<file path="config.mk">
export PLATFORM = sky130hd
export DESIGN_NAME = clk_div_prog_flat
export DESIGN_NICKNAME = d
export VERILOG_FILES = /design/src/rtl/clk_div_prog_if.sv /design/src/rtl/clk_div_prog.sv /design/src/flat_wrapper.sv
export SDC_FILE = /design/constraint.sdc
export NUM_CORES = 1
export LEC_CHECK = 0
export ABC_AREA = 1
export BUFFER_PORTS_ARGS = -buffer_cell sky130_fd_sc_hd__buf_2
export CAP_MARGIN = 20
export CORE_ASPECT_RATIO = 0.8
export CORE_MARGIN = 2
export CORE_UTILIZATION = 44
export CTS_CLUSTER_DIAMETER = 80
export CTS_CLUSTER_SIZE = 30
export DETAILED_ROUTE_END_ITERATION = 12
export PLACE_DENSITY_LB_ADDON = 0.08
export SLEW_MARGIN = 20
export SYNTH_ARGS = -nofsm -noshare
export SYNTH_HDL_FRONTEND = slang
export SYNTH_SLANG_ARGS = --single-unit
</file>
<file path="constraint.sdc">
create_clock -name clk_in -period 6.15 [get_ports clk_in]
set_input_delay 0.3075 -clock clk_in [delete_from_list [all_inputs] [get_ports clk_in]]
set_output_delay 0.3075 -clock clk_in [all_outputs]
set_load 0.02 [all_outputs]
</file>
<file path="src/rtl/clk_div_prog_if.sv">
// rtl/clk_div_prog_if.sv - control/status bundle for the programmable clock divider
interface clk_div_prog_if #(
   parameter int CNT_W = 16
);
   logic             en;
   logic [CNT_W-1:0] div_in;
   logic             div_load;
   logic             sync;
   logic             clk_out;
   logic             tick;
   logic             running;
   logic             busy;
   logic             div_err;
   logic [CNT_W-1:0] div_cur;

   modport master (
      output en, div_in, div_load, sync,
      input  clk_out, tick, running, busy, div_err, div_cur
   );

   modport slave (
      input  en, div_in, div_load, sync,
      output clk_out, tick, running, busy, div_err, div_cur
   );
endinterface

</file>
<file path="src/rtl/clk_div_prog.sv">
// rtl/clk_div_prog.sv - runtime-programmable integer clock divider
module clk_div_prog #(
   parameter int CNT_W       = 16,
   parameter int DEFAULT_DIV = 2
) (
   input  logic          clk_in,
   input  logic          reset,
   clk_div_prog_if.slave bus
);
   typedef enum logic [1:0] {IDLE, RUN, DRAIN} state_t;

   localparam logic [CNT_W-1:0] DEF_DIV = CNT_W'(DEFAULT_DIV);
   localparam logic [CNT_W-1:0] MIN_DIV = CNT_W'(2);

   state_t           state;
   logic [CNT_W-1:0] cnt;
   logic [CNT_W-1:0] pend;
   logic [CNT_W-1:0] div_cur;
   logic [CNT_W-1:0] high;
   logic [CNT_W-1:0] last;
   logic             clk_out;
   logic             tick;
   logic             busy;
   logic             div_err;
   logic             load_ok;
   logic             at_end;
   logic             boundary;

   always_comb begin
      high     = div_cur >> 1;
      last     = div_cur - CNT_W'(1);
      at_end   = (cnt == last);
      load_ok  = bus.div_load && (bus.div_in >= MIN_DIV);
      boundary = (state == IDLE) || bus.sync || at_end;
   end

   always_ff @(posedge clk_in or posedge reset) begin
      if (reset) begin
         state   <= IDLE;
         cnt     <= '0;
         clk_out <= 1'b0;
         tick    <= 1'b0;
         busy    <= 1'b0;
         div_err <= 1'b0;
         div_cur <= DEF_DIV;
         pend    <= DEF_DIV;
      end else begin
         div_err <= bus.div_load && (bus.div_in < MIN_DIV);

         if (state == IDLE) begin
            cnt     <= '0;
            clk_out <= 1'b0;
            tick    <= 1'b0;
            if (bus.en)
               state <= RUN;
         end else if (bus.sync || at_end) begin
            // End of a period (natural or forced): en decides whether another one starts
            cnt     <= '0;
            clk_out <= 1'b0;
            tick    <= 1'b0;
            state   <= bus.en ? RUN : IDLE;
         end else begin
            cnt     <= cnt + CNT_W'(1);
            clk_out <= (cnt < high);
            tick    <= (state == RUN) && (cnt == '0);
            state   <= bus.en ? RUN : DRAIN;
         end

         // A load in IDLE takes effect at once; otherwise it waits for the next boundary
         if ((state == IDLE) && load_ok) begin
            div_cur <= bus.div_in;
            busy    <= 1'b0;
         end else begin
            if (boundary && busy) begin
               div_cur <= pend;
               busy    <= 1'b0;
            end
            if (load_ok) begin
               pend <= bus.div_in;
               busy <= 1'b1;
            end
         end
      end
   end

   assign bus.clk_out = clk_out;
   assign bus.tick    = tick;
   assign bus.running = (state != IDLE);
   assign bus.busy    = busy;
   assign bus.div_err = div_err;
   assign bus.div_cur = div_cur;
endmodule

</file>
<file path="src/flat_wrapper.sv">
// flat-port wrapper written by rule: the top's interface ports become plain ports
module clk_div_prog_flat 
#(
   parameter int CNT_W       = 16,
   parameter int DEFAULT_DIV = 2
)
  (clk_in, reset, bus_en, bus_div_in, bus_div_load, bus_sync, bus_clk_out, bus_tick, bus_running, bus_busy, bus_div_err, bus_div_cur);
  clk_div_prog_if #(.CNT_W(CNT_W)) bus_i ();
  input  logic clk_in;
  input  logic reset;
  input wire logic [$bits(bus_i.en)-1:0] bus_en;
  input wire logic [$bits(bus_i.div_in)-1:0] bus_div_in;
  input wire logic [$bits(bus_i.div_load)-1:0] bus_div_load;
  input wire logic [$bits(bus_i.sync)-1:0] bus_sync;
  output wire logic [$bits(bus_i.clk_out)-1:0] bus_clk_out;
  output wire logic [$bits(bus_i.tick)-1:0] bus_tick;
  output wire logic [$bits(bus_i.running)-1:0] bus_running;
  output wire logic [$bits(bus_i.busy)-1:0] bus_busy;
  output wire logic [$bits(bus_i.div_err)-1:0] bus_div_err;
  output wire logic [$bits(bus_i.div_cur)-1:0] bus_div_cur;
  assign bus_i.en = bus_en;
  assign bus_i.div_in = bus_div_in;
  assign bus_i.div_load = bus_div_load;
  assign bus_i.sync = bus_sync;
  assign bus_clk_out = bus_i.clk_out;
  assign bus_tick = bus_i.tick;
  assign bus_running = bus_i.running;
  assign bus_busy = bus_i.busy;
  assign bus_div_err = bus_i.div_err;
  assign bus_div_cur = bus_i.div_cur;
  clk_div_prog #(.CNT_W(CNT_W), .DEFAULT_DIV(DEFAULT_DIV)) u_core (.clk_in(clk_in), .reset(reset), .bus(bus_i));
endmodule
</file>
==> results.toml <==
[die]
die_w_um = 103.6
rows = 29
io_pins = 42
die_area_mm2 = 0.008672
core_area_mm2 = 0.007801
start_util_pct = 44.78
dieHeight_um = 83.70

[placed_design]
dp_hpwl_um = 6404
dp_slack_ns = 3.130
io_buffers = 41
gp_congestion = 0.8429

[global_route]
grt_util_all_layers_pct = 20.66
gr-total-overflow = 0
grt_pass1_vias = 2985
antenna_found_initial = 0
grt_pass1_wl_um = 14630
grt_max_degree = 55

[cts]
cts_root_buf = "clkbuf_8"
ctsHtreeMaxLevel = 2
clk-insertion-delay-late_ns = 0.31
cts_buffer_depth = 2
cts_setup_buffers = 0
postCtsResizedCells = 0
cts.sinks = 54
cts-hold-fix-buffers = 0
cts-buffers-inserted = 5
cts_tree = "done"
path_clk_slew_ns = 0.10

[pwr]
p_switching_mw = 0.4119
clock_power_share_pct = 24.0
p_per_area_mw_per_mm2 = 270.6
vdd_drop_max_v = 0.0001424
p_seq_share_pct = 42.8
p_int_mw = 0.6426
p_leak_nw = 2.029
sw_frac_of_total_pct = 39.06
combPwrFrac_pct = 33.2

[final_layout]
final_cell_mix = "nand2_1, inv_1, dfrtp_1, nor2_1, o21ai_0"
area_growth_pct = 11.53
final_util_pct = 49.94
fillers = 787
diodes = 0
final_common_cell = "nand2_1"
nNetsFinal = 566
layout-drive-gt1-share_pct = 12.67

[critical_path]
crit_required_ns = 6.35
crit_arrival_ns = 3.01
crit_fanout = 33
startpoint_type = "register"
endpoint_kind = "register"
path_class = "register to register"

[detailed_routing]
drc_errors = 0
postRouteAntennaNets = 0
routed_wl_um = 8382
vias_per_cell = 4.920
drt_iter0_drc = 216
vias = 3134
dr.pass1.iters = 5
wire_per_inst_um = 13.16

[yosys]
yosys_warnings = 0
synth-seq-cells = 54
syn_nets = 529
avgSynthCellArea_um2 = 7.115
synthesis.instances = 491
synth_area_mm2 = 0.003493
ys_types = 31
synth-seq-area-share_pct = 38.75

[sta]
rsz0062_at_grt = "false"
worst_slack_ns = 3.341
finalHoldViolations = 0
fin_crit_sh_pct = 45.67
clock_skew_ns = 0.01051
totalNegativeSetupSlack_ns = 0
fmax_ghz = 0.3560
relSlewSlack_pct = 34.50
setup_viol = 0
min_period_ns = 2.809
maxSlewViolCount = 0
worstMarginPinSlew_ns = 0.9797

[hold_path]
hp-class = "input pin to register"

[run_status]
status = "completed"

[run]
maxCapViolations = 0
==> layer usage <==
| metal | part of all wire (%) | track usage, % | vias to the layer above | wire length (um) |
|---|---|---|---|---|
| met4 | 0.37 | 3.440 | 0 | 31 |
| li1 | - | - | 1631 | - |
| met3 | 3.7 | 2.732 | 2 | 313 |
| met5 | 0 | 0 | - | 0 |
| met1 | 54 | 32.22 | 1444 | 4561 |
| met2 | 41 | 31.01 | 57 | 3476 |
==> final cells by class <==
class                   instances  area (um2)  area share (%)
clock buffers                   5       68.82           1.766
inverters                      69       259.0           6.647
repair buffers                 42       212.7           5.459
flip-flops and latches         54        1354           34.75
multi-input cells             356        1819           46.69
clock inverters                 3       47.55           1.220
well taps                     108       135.1           3.468
==> worst paths after layout <==
path / end / cells past startpoint / slack (ns) / startpoint
max in group asynchronous: u_core.bus.div_cur[5] / 3 / 5.50 / reset
setup reg to reg: u_core.bus.div_cur[5] / 6 / 3.34 / u_core.state[1]
min in group asynchronous: u_core.state[0] / 3 / 0.18 / reset
setup / recovery: u_core.bus.div_cur[5] / 6 / 3.34 / u_core.state[1]
hold reg to reg: u_core.pend[7] / 2 / 0.49 / u_core.pend[7]
hold / removal: u_core.state[0] / 1 / 0.11 / bus_en
==> state kept, by name, summed over array words and instances (netlist names) <==
register	count
u_core.state	2
u_core.bus.clk_out	1
u_core.bus.div_err	1
u_core.bus.busy	1
u_core.bus.div_cur	16
u_core.bus.tick	1
u_core.cnt	16
u_core.pend	16
==> critical path, cell delays in order, from the launching register on <==
cell	delay [ns]
dfrtp_1	0.39
nor2_1	0.36
nand3_1	0.76
nand2_1	0.78
nand2_4	0.23
nand2_1	0.11
nand2_1	0.06
==> stage by stage <==
step	power (mW)	cells	hold WS, ns	instance area [um2]
2_1_floorplan	0.7103	491	0.3739	3493
3_3_place_gp	0.8036	629	0.4287	3780
3_5_place_dp	0.8105	629	0.4327	3780
4_1_cts	1.065	637	0.09746	3896
5_1_grt	1.145	637	0.1036	3896
6_report	1.055	637	0.1103	3896
==> Yosys cell counts <==
cell / n / area, um2
nand2_1: 143 / 536.8
inv_1: 68 / 255.2
dfrtp_1: 52 / 1301
nor2_1: 46 / 172.7
o21ai_0: 42 / 210.2
nand3_1: 41 / 205.2
ha_1: 17 / 212.7
xor2_1: 11 / 96.34
nor3_1: 9 / 45.04
clkbuf_1: 8 / 30.03
nand4_1: 7 / 43.79
a21oi_1: 6 / 30.03
nand3b_1: 6 / 45.04
nor2_2: 6 / 37.54
nor4_1: 5 / 31.28
xnor2_1: 5 / 43.79
buf_4: 2 / 15.01
dfstp_2: 2 / 52.55
nand2_4: 2 / 22.52
nor2_4: 2 / 22.52
a211oi_1: 1 / 7.510
a21boi_0: 1 / 7.510
buf_2: 1 / 5.000
buf_6: 1 / 11.26
inv_2: 1 / 3.750
nand2_2: 1 / 6.260
nand3_2: 1 / 10.01
nor3_2: 1 / 10.01
nor3b_1: 1 / 7.510
o211ai_1: 1 / 7.510
o21bai_1: 1 / 7.510
==> power by group through the flow <==
stage	Combinational [mW]	Clock [mW]	Sequential, mW
finish	0.350	0.253	0.452
global route	0.407	0.277	0.462
CTS	0.352	0.260	0.453
detailed placement	0.350	0	0.460
global placement	0.344	0	0.459
floorplan	0.236	0	0.474
==> cells by family after synthesis <==
group                    share of synthesized area (%)
flip-flops                                       38.75
AND/OR/NAND/NOR                                  34.24
buffers and inverters                            9.169
XOR/XNOR                                         4.011
AO/OA/AOI/OAI                                    7.737
adder cells (fa/ha/maj)                          6.089
Power figures use the tool's default switching activity.
